===== src/rtl/seg_scan_pkg.sv =====
// Shared types and constants for the seven-segment scan controller:
// FSM state encoding, segment bit positions and active-low hex patterns (dp off).
package seg_scan_pkg;

  typedef enum logic [1:0] {
    ST_IDLE = 2'd0,
    ST_LIT  = 2'd1,
    ST_GAP  = 2'd2
  } scan_state_t;

  // Positions inside the active-low segment bus: a..g on [7:1], dp on [0].
  localparam int SEG_A  = 7;
  localparam int SEG_B  = 6;
  localparam int SEG_C  = 5;
  localparam int SEG_D  = 4;
  localparam int SEG_E  = 3;
  localparam int SEG_F  = 2;
  localparam int SEG_G  = 1;
  localparam int SEG_DP = 0;

  localparam logic [7:0] SEG_HEX_0 = 8'h03;
  localparam logic [7:0] SEG_HEX_1 = 8'h9F;
  localparam logic [7:0] SEG_HEX_2 = 8'h25;
  localparam logic [7:0] SEG_HEX_3 = 8'h0D;
  localparam logic [7:0] SEG_HEX_4 = 8'h99;
  localparam logic [7:0] SEG_HEX_5 = 8'h49;
  localparam logic [7:0] SEG_HEX_6 = 8'h41;
  localparam logic [7:0] SEG_HEX_7 = 8'h1F;
  localparam logic [7:0] SEG_HEX_8 = 8'h01;
  localparam logic [7:0] SEG_HEX_9 = 8'h09;
  localparam logic [7:0] SEG_HEX_A = 8'h11;
  localparam logic [7:0] SEG_HEX_B = 8'hC1;
  localparam logic [7:0] SEG_HEX_C = 8'h63;
  localparam logic [7:0] SEG_HEX_D = 8'h85;
  localparam logic [7:0] SEG_HEX_E = 8'h61;
  localparam logic [7:0] SEG_HEX_F = 8'h71;
  localparam logic [7:0] SEG_DARK  = 8'hFF;

  function automatic logic [7:0] hex_pattern(input logic [3:0] hex);
    case (hex)
      4'h0: hex_pattern = SEG_HEX_0;
      4'h1: hex_pattern = SEG_HEX_1;
      4'h2: hex_pattern = SEG_HEX_2;
      4'h3: hex_pattern = SEG_HEX_3;
      4'h4: hex_pattern = SEG_HEX_4;
      4'h5: hex_pattern = SEG_HEX_5;
      4'h6: hex_pattern = SEG_HEX_6;
      4'h7: hex_pattern = SEG_HEX_7;
      4'h8: hex_pattern = SEG_HEX_8;
      4'h9: hex_pattern = SEG_HEX_9;
      4'hA: hex_pattern = SEG_HEX_A;
      4'hB: hex_pattern = SEG_HEX_B;
      4'hC: hex_pattern = SEG_HEX_C;
      4'hD: hex_pattern = SEG_HEX_D;
      4'hE: hex_pattern = SEG_HEX_E;
      default: hex_pattern = SEG_HEX_F;
    endcase
  endfunction

endpackage


===== src/rtl/seg_hex_dec.sv =====
// Combinational {dp, hex} to active-low segment decoder; one instance shared by all digits.
module seg_hex_dec
  import seg_scan_pkg::*;
(
  input  logic [4:0] i_val,
  output logic [7:0] o_seg
);

  logic [7:0] w_pat;

  always_comb begin
    w_pat         = hex_pattern(i_val[3:0]);
    o_seg         = SEG_DARK;
    o_seg[SEG_A]  = w_pat[SEG_A];
    o_seg[SEG_B]  = w_pat[SEG_B];
    o_seg[SEG_C]  = w_pat[SEG_C];
    o_seg[SEG_D]  = w_pat[SEG_D];
    o_seg[SEG_E]  = w_pat[SEG_E];
    o_seg[SEG_F]  = w_pat[SEG_F];
    o_seg[SEG_G]  = w_pat[SEG_G];
    // Table patterns carry dp off; the dp segment lights only when requested.
    o_seg[SEG_DP] = w_pat[SEG_DP] & ~i_val[4];
  end

endmodule


===== src/rtl/seg_scan_ctrl.sv =====
// Time-multiplexed seven-segment scan controller with shadow/live digit buffers.
// Optional build macro LEADING_ZERO_BLANK_EN keeps digits above the highest nonzero one dark.
module seg_scan_ctrl
  import seg_scan_pkg::*;
#(
  parameter int NUM_DIGITS = 8,
  parameter int SCAN_DIV   = 50000,
  parameter int GAP_CYC    = 16
) (
  input  logic                  i_clk,
  input  logic                  i_rst,
  input  logic                  i_en,
  input  logic                  i_wr_en,
  input  logic [2:0]            i_wr_idx,
  input  logic [4:0]            i_wr_data,
  input  logic                  i_commit,
  output logic                  o_commit_pend,
  output logic [7:0]            o_seg,
  output logic [NUM_DIGITS-1:0] o_dig_sel,
  output logic                  o_frame_done
);

  localparam int CNT_MAX = (SCAN_DIV > GAP_CYC) ? SCAN_DIV : GAP_CYC;
  localparam int CW      = $clog2(CNT_MAX);
  localparam logic [CW-1:0] LIT_LAST = CW'(SCAN_DIV - 1);
  localparam logic [CW-1:0] GAP_LAST = CW'(GAP_CYC - 1);
  localparam logic [2:0]    PTR_LAST = 3'(NUM_DIGITS - 1);

  scan_state_t           r_state, w_state_nxt;
  logic [2:0]            r_ptr, w_ptr_nxt;
  logic [CW-1:0]         r_cnt, w_cnt_nxt;
  logic                  w_frame_end;
  logic [4:0]            r_shadow [NUM_DIGITS];
  logic [4:0]            r_live   [NUM_DIGITS];
  logic [4:0]            w_shadow_nxt [NUM_DIGITS];
  logic                  r_commit_pend, w_pend, w_apply;
  logic [4:0]            w_cur_val;
  logic                  w_cur_blank;
  logic [NUM_DIGITS-1:0] w_blank, w_sel_lit;
  logic [7:0]            w_dec_seg, r_seg;
  logic [NUM_DIGITS-1:0] r_dig_sel;
  logic                  r_frame_done;

  always_ff @(posedge i_clk) begin
    if (i_rst) begin
      r_state <= ST_IDLE;
      r_ptr   <= '0;
      r_cnt   <= '0;
    end else begin
      r_state <= w_state_nxt;
      r_ptr   <= w_ptr_nxt;
      r_cnt   <= w_cnt_nxt;
    end
  end

  always_comb begin
    w_state_nxt = r_state;
    w_ptr_nxt   = r_ptr;
    w_cnt_nxt   = r_cnt;
    w_frame_end = 1'b0;
    case (r_state)
      ST_IDLE: begin
        w_state_nxt = ST_LIT;
        w_ptr_nxt   = '0;
        w_cnt_nxt   = '0;
      end
      ST_LIT: begin
        if (r_cnt == LIT_LAST) begin
          w_state_nxt = ST_GAP;
          w_cnt_nxt   = '0;
        end else begin
          w_cnt_nxt = r_cnt + 1'b1;
        end
      end
      ST_GAP: begin
        if (r_cnt == GAP_LAST) begin
          w_state_nxt = ST_LIT;
          w_cnt_nxt   = '0;
          if (r_ptr == PTR_LAST) begin
            w_ptr_nxt   = '0;
            w_frame_end = 1'b1;
          end else begin
            w_ptr_nxt = r_ptr + 3'd1;
          end
        end else begin
          w_cnt_nxt = r_cnt + 1'b1;
        end
      end
      default: w_state_nxt = ST_IDLE;
    endcase
    // Disable wins over everything, including the frame boundary.
    if (!i_en) begin
      w_state_nxt = ST_IDLE;
      w_ptr_nxt   = '0;
      w_cnt_nxt   = '0;
      w_frame_end = 1'b0;
    end
  end

  // Same-cycle writes are folded in before the shadow is copied to live.
  always_comb begin
    for (int i = 0; i < NUM_DIGITS; i++) begin
      w_shadow_nxt[i] = (i_wr_en && (i_wr_idx == 3'(i))) ? i_wr_data : r_shadow[i];
    end
  end

  assign w_pend  = r_commit_pend | i_commit;
  assign w_apply = ((r_state == ST_IDLE) && r_commit_pend) || (w_frame_end && w_pend);

  always_ff @(posedge i_clk) begin
    if (i_rst) begin
      r_commit_pend <= 1'b0;
      for (int i = 0; i < NUM_DIGITS; i++) begin
        r_shadow[i] <= '0;
        r_live[i]   <= '0;
      end
    end else begin
      r_commit_pend <= w_pend & ~w_apply;
      for (int i = 0; i < NUM_DIGITS; i++) begin
        r_shadow[i] <= w_shadow_nxt[i];
        if (w_apply) r_live[i] <= w_shadow_nxt[i];
      end
    end
  end

`ifdef LEADING_ZERO_BLANK_EN
  logic w_seen;
  always_comb begin
    w_blank = '0;
    w_seen  = 1'b0;
    for (int i = NUM_DIGITS - 1; i > 0; i--) begin
      if (r_live[i] != 5'd0) w_seen = 1'b1;
      w_blank[i] = ~w_seen;
    end
  end
`else
  assign w_blank = '0;
`endif

  always_comb begin
    w_cur_val   = '0;
    w_cur_blank = 1'b0;
    w_sel_lit   = '1;
    for (int i = 0; i < NUM_DIGITS; i++) begin
      if (r_ptr == 3'(i)) begin
        w_cur_val    = r_live[i];
        w_cur_blank  = w_blank[i];
        w_sel_lit[i] = 1'b0;
      end
    end
  end

  seg_hex_dec u_dec (
    .i_val (w_cur_val),
    .o_seg (w_dec_seg)
  );

  // Pins follow the state one cycle later; i_en low darkens them on the very next edge.
  always_ff @(posedge i_clk) begin
    if (i_rst) begin
      r_seg        <= SEG_DARK;
      r_dig_sel    <= '1;
      r_frame_done <= 1'b0;
    end else begin
      r_frame_done <= w_frame_end;
      if (i_en && (r_state == ST_LIT) && !w_cur_blank) begin
        r_seg     <= w_dec_seg;
        r_dig_sel <= w_sel_lit;
      end else begin
        r_seg     <= SEG_DARK;
        r_dig_sel <= '1;
      end
    end
  end

  assign o_seg         = r_seg;
  assign o_dig_sel     = r_dig_sel;
  assign o_frame_done  = r_frame_done;
  assign o_commit_pend = r_commit_pend;

endmodule


===== config.mk =====
export PLATFORM = sky130hd
export DESIGN_NAME = seg_scan_ctrl
export DESIGN_NICKNAME = d
export VERILOG_FILES = /design/src/rtl/seg_scan_pkg.sv /design/src/rtl/seg_hex_dec.sv /design/src/rtl/seg_scan_ctrl.sv
export SDC_FILE = /design/constraint.sdc
export NUM_CORES = 1
export LEC_CHECK = 0
export ABC_AREA = 1
export ABC_CLOCK_PERIOD_IN_PS = 2860
export BUFFER_PORTS_ARGS = -buffer_cell sky130_fd_sc_hd__clkbuf_2
export CAP_MARGIN = 10
export CORE_MARGIN = 2
export CORE_UTILIZATION = 60
export CTS_CLUSTER_DIAMETER = 40
export CTS_CLUSTER_SIZE = 10
export DETAILED_ROUTE_END_ITERATION = 8
export PLACE_DENSITY = 0.9
export SYNTH_ARGS = -nofsm -noshare
export SYNTH_HDL_FRONTEND = slang
export SYNTH_SLANG_ARGS = --single-unit

===== constraint.sdc =====
create_clock -name i_clk -period 2.86 [get_ports i_clk]
set_input_delay 0.143 -clock i_clk [delete_from_list [all_inputs] [get_ports i_clk]]
set_output_delay 0.143 -clock i_clk [all_outputs]
set_load 0.05 [all_outputs]

==> results.txt <==
----------------------------------------------------
[Power and ir drop]
  Share of total power consumed by net switching ... approximately a quarter
  Fraction of power consumed by the clock network ... between 50% and 60%
  Part of the total power dissipated in combinational logic ... roughly 6.0%
  Sequential power share ... 42.5%
  Total power consumption of the routed design ... 4330 uW
  Net switching power figure ... roughly 1000 uW
  Lkg Pwr ... 0.00294 uW
  Power density of the placed cells ... 682 nW/um^2
  Maximum ir drop on the vdd rail ... ~0.46 mV
  Internal power ... 3310 uW

[Setup path]
  Arrival time of the worst setup path ... between 2000 and 3000 ps
  Maximum fanout encountered on the critical timing path ... 7
  Worst R2R Start ... r_ptr[0]
  Type of element capturing the critical path ... flip-flop
  Depth of the worst register-to-register path ... 18
  Setup slack on the worst flop-to-flop path ... about 300 ps
  Timing endpoint of the critical path ... o_seg[7]
  Type of element launching the critical path ... flip-flop
  Reg2Reg Capture Point ... o_seg[7]
  Critical path data required time ... ~3300 ps
  Kind of critical path ... flip-flop to flip-flop
  Launching instance or port of the critical path ... r_ptr[0]

[Global routing]
  Largest net degree at the start of global routing ... 41
  Wire length of the first global-routing pass ... roughly 21000 microns
  Number of global-route vias before repair ... ~4600
  Global Route Usage Sum ... between 20 and 30%
  Antenna violations before repair ... 0
  Remaining global-route overflow ... 0

[Place]
  Count of port buffers added during placement ... 30
  Total half-perimeter wirelength after legalization and detailed placement ... 8070 microns
  Global placer's final weighted congestion ... about 0.92
  Number of instances in the placed design ... 813

[Layout]
  Area taken by multi-input logic gates ... approximately 2200 sq um
  Syn-to-layout area delta ... 17.9%
  Area taken by flip-flops and latches ... roughly 2800 sq um
  Fillers ... a little under 600
  Nets ... around 770
  Antenna diode count ... 0
  Non-filler cells in the finished layout ... ~860
  Proportion of layout cells with a drive suffix above 1 ... 12.2%

[Logic synthesis]
  Mean cell area of the mapped netlist ... between 7 and 8 sq um
  Synth Net Count ... a little over 700
  Number of cells produced by synthesis ... about 690
  Number of enable flip-flop cells after synthesis ... 40
  Cell area after synthesis ... 5390 sq um
  Ys Warns ... 0
  Proportion of register bits with asynchronous set or reset after synthesis ... 0%
  Most instantiated flip-flop cell in the synthesis netlist ... sky130_fd_sc_hd__dfxtp_1
  Cell types with the largest area share after synthesis ... sky130_fd_sc_hd__dfxtp_1 29%, sky130_fd_sc_hd__edfxtp_1 22%, sky130_fd_sc_hd__nand2_1 11%
  Sequential area share after synthesis ... approximately half
  Portion of synthesized cell area occupied by the leading cell type ... ~30%
  Synthesized flop and latch total ... 119
  Post-synthesis cell type with the largest combined area ... sky130_fd_sc_hd__dfxtp_1
  Top cells by count, synth ... 165 x sky130_fd_sc_hd__nand2_1, 106 x sky130_fd_sc_hd__nor2_1, 97 x sky130_fd_sc_hd__inv_1
  Unique masters post-synth ... 30
  Dominant cell by count in the synthesized netlist ... sky130_fd_sc_hd__nand2_1

[Clocking]
  Maximum count of clock buffers along a single path ... 2
  Clock latency of the later-clocked register in the worst-skew pair ... approximately 530 ps
  H-Tree Depth ... 4
  Post-CTS setup buffers ... 0
  Clk sink count ... 119
  Root buffer cell ... sky130_fd_sc_hd__clkbuf_8
  TritonCTS clock tree ... built
  Reg clk slew, reported paths ... 60 ps
  Number of buffers inserted during clock tree synthesis ... 17

[Detailed routing]
  Via density ... approximately 5.5
  Vias post-DR ... 4696
  Post-route antenna net violation count ... 0
  DRT Pass-1 Iters ... 8
  Count of routing violations after the opening detailed-route iteration ... ~300
  Total DRC errors in the routed layout ... 0
  Routed length per placed instance ... approximately 15 microns
  Overall routed net length ... approximately 13000 microns

[Timing]
  Setup repair after global routing missed its margin ... false
  Final setup violation count ... 0
  Final hold violation count ... 0
  Max-slew violations ... 0
  Highest attainable clock frequency ... ~0.39 GHz
  Final min period ... around 2600 ps
  Post-route clock skew ... between 9 and 10 ps
  Worst slew margin relative to its limit ... between 50% and 60%
  Sum of negative setup slack ... 0 ps
  Period Utilization, post-route ... roughly 90%
  Actual slew at the worst max-slew pin ... 658 ps

[Die]
  Number of cell rows ... 34
  Chip width ... 98.8 microns
  Die Outline Area ... 9750 sq um
  Die extent in y ... ~100 microns
  Boundary Pins ... 31
  Total core area ... slightly below 9000 sq um
  Initial standard-cell utilization of the core ... around three fifths

[Job]
  Max_cap viols ... 0

[Worst hold path]
  Hold_sp ... i_wr_idx[1]
  HP Class ... input pin to flip-flop

[Outcome]
  Outcome ... completed

----------------------------------------------------
==> cells in the final DEF, fill, tap and decap left out, drive strengths merged, types with 2 or more instances in the layout <==
cell,count
ha,18
bufinv,4
clkinv,6
or2,17
clkinvlp,2
edfxtp,40
nand3b,3
xor2,5
nand2,170
o21ai,29
nand3,41
dfxtp,79
nor3,22
a21oi,24
inv,103
buf,2
nand4,9
clkbuf,48
nor3b,2
o31ai,3
dlygate4sd3,10
nor2,107
==> power by group through the flow <==
stage	Clock (uW)	Sequential, uW	Combinational [uW]
after global placement	0	1870	231
after CTS	2230	1840	258
after detailed placement	0	1870	242
after global routing	2310	1850	292
after floorplan	0	1880	161
final	2230	1840	262
==> stage by stage <==
stage | worst slack [ps] | cell area (sq um) | utilization (%) | hold WS [ps]
5_1_grt | 4.80 | 6350 | 72.8 | 239
3_3_place_gp | 495 | 5630 | 64.6 | 448
4_1_cts | 189 | 6340 | 72.8 | 185
6_report | 299 | 6350 | 72.8 | 203
3_5_place_dp | 334 | 5630 | 64.6 | 450
2_1_floorplan | 257 | 5390 | - | 306
==> final cells by class <==
type / instances / area share [%]
flip-flops and latches: 119 / 43.8
multi-input cells: 453 / 34.2
clock buffers: 18 / 6.58
inverters: 101 / 5.97
repair buffers: 42 / 4.18
clock inverters: 14 / 3.09
well taps: 108 / 2.13
==> worst min path at each step <==
| stage | to | slack (ps) | cells past startpoint |
|---|---|---|---|
| 2_1_floorplan | o_frame_done | 310 | 2 |
| 3_3_place_gp | r_shadow[0][4] | 450 | 3 |
| 3_5_place_dp | o_frame_done | 450 | 3 |
| 4_1_cts | r_shadow[0][7] | 190 | 6 |
| 6_report | r_shadow[0][7] | 200 | 6 |
| 5_1_grt | r_shadow[0][7] | 240 | 6 |
==> repair_timing <==
| action | 4_1_cts | 5_1_grt |
|---|---|---|
| endpoints found under the hold margin | 13 | 0 |
| setup endpoints to repair | 0 | 7 |
| hold buffers | 10 | 0 |
| resized for setup | 0 | 2 |
==> flip-flops by register name, indices dropped and copies added, names as in the netlist <==
signal and flops:
r_state 2, o_commit_pend 1, r_shadow 40, r_live 40, r_ptr 3, o_seg 8, o_frame_done 1, o_dig_sel 8
r_cnt 16
==> layer usage <==
| metal | share of wire (%) | vias up | wire, microns | global-route usage [%] |
|---|---|---|---|---|
| li1 | - | 2274 | - | - |
| met1 | 39 | 2157 | 5060 | 30.8 |
| met2 | 51 | 220 | 6560 | 48.0 |
| met3 | 6.8 | 45 | 875 | 7.38 |
| met4 | 3.4 | 0 | 435 | 14.4 |
| met5 | 0 | - | 0 | 0 |
==> kinds of logic (layout without fill, tap and decap cells) <==
family                     Yosys count  after routing  synth area share, %
AOI/OAI and AO/OA                   58             58                 5.60
xor gates and xnor gates             5              5                0.813
adders and majority gates           18             18                 4.18
buffers and inverters              113            175                 8.10
DFF                                119            119                 51.6
and+or+nand+nor                    372            372                 29.7
==> critical path, stage by stage, from the launching register on <==
cell	delay [ps]
sky130_fd_sc_hd__dfxtp_1	430
sky130_fd_sc_hd__ha_1	250
sky130_fd_sc_hd__ha_2	270
sky130_fd_sc_hd__inv_1	110
sky130_fd_sc_hd__o21ai_0	100
sky130_fd_sc_hd__inv_1	60
sky130_fd_sc_hd__nand2_1	70
sky130_fd_sc_hd__nand2_1	60
sky130_fd_sc_hd__nand2_1	80
sky130_fd_sc_hd__nand2_1	60
sky130_fd_sc_hd__nand2_1	60
sky130_fd_sc_hd__nand2_1	70
sky130_fd_sc_hd__nand2_2	140
sky130_fd_sc_hd__inv_1	80
sky130_fd_sc_hd__ha_1	250
sky130_fd_sc_hd__nand3_1	140
sky130_fd_sc_hd__nand2_1	70
sky130_fd_sc_hd__nand2_1	50
sky130_fd_sc_hd__nand3_1	60
No activity file was read; power rests on OpenSTA's default activity.
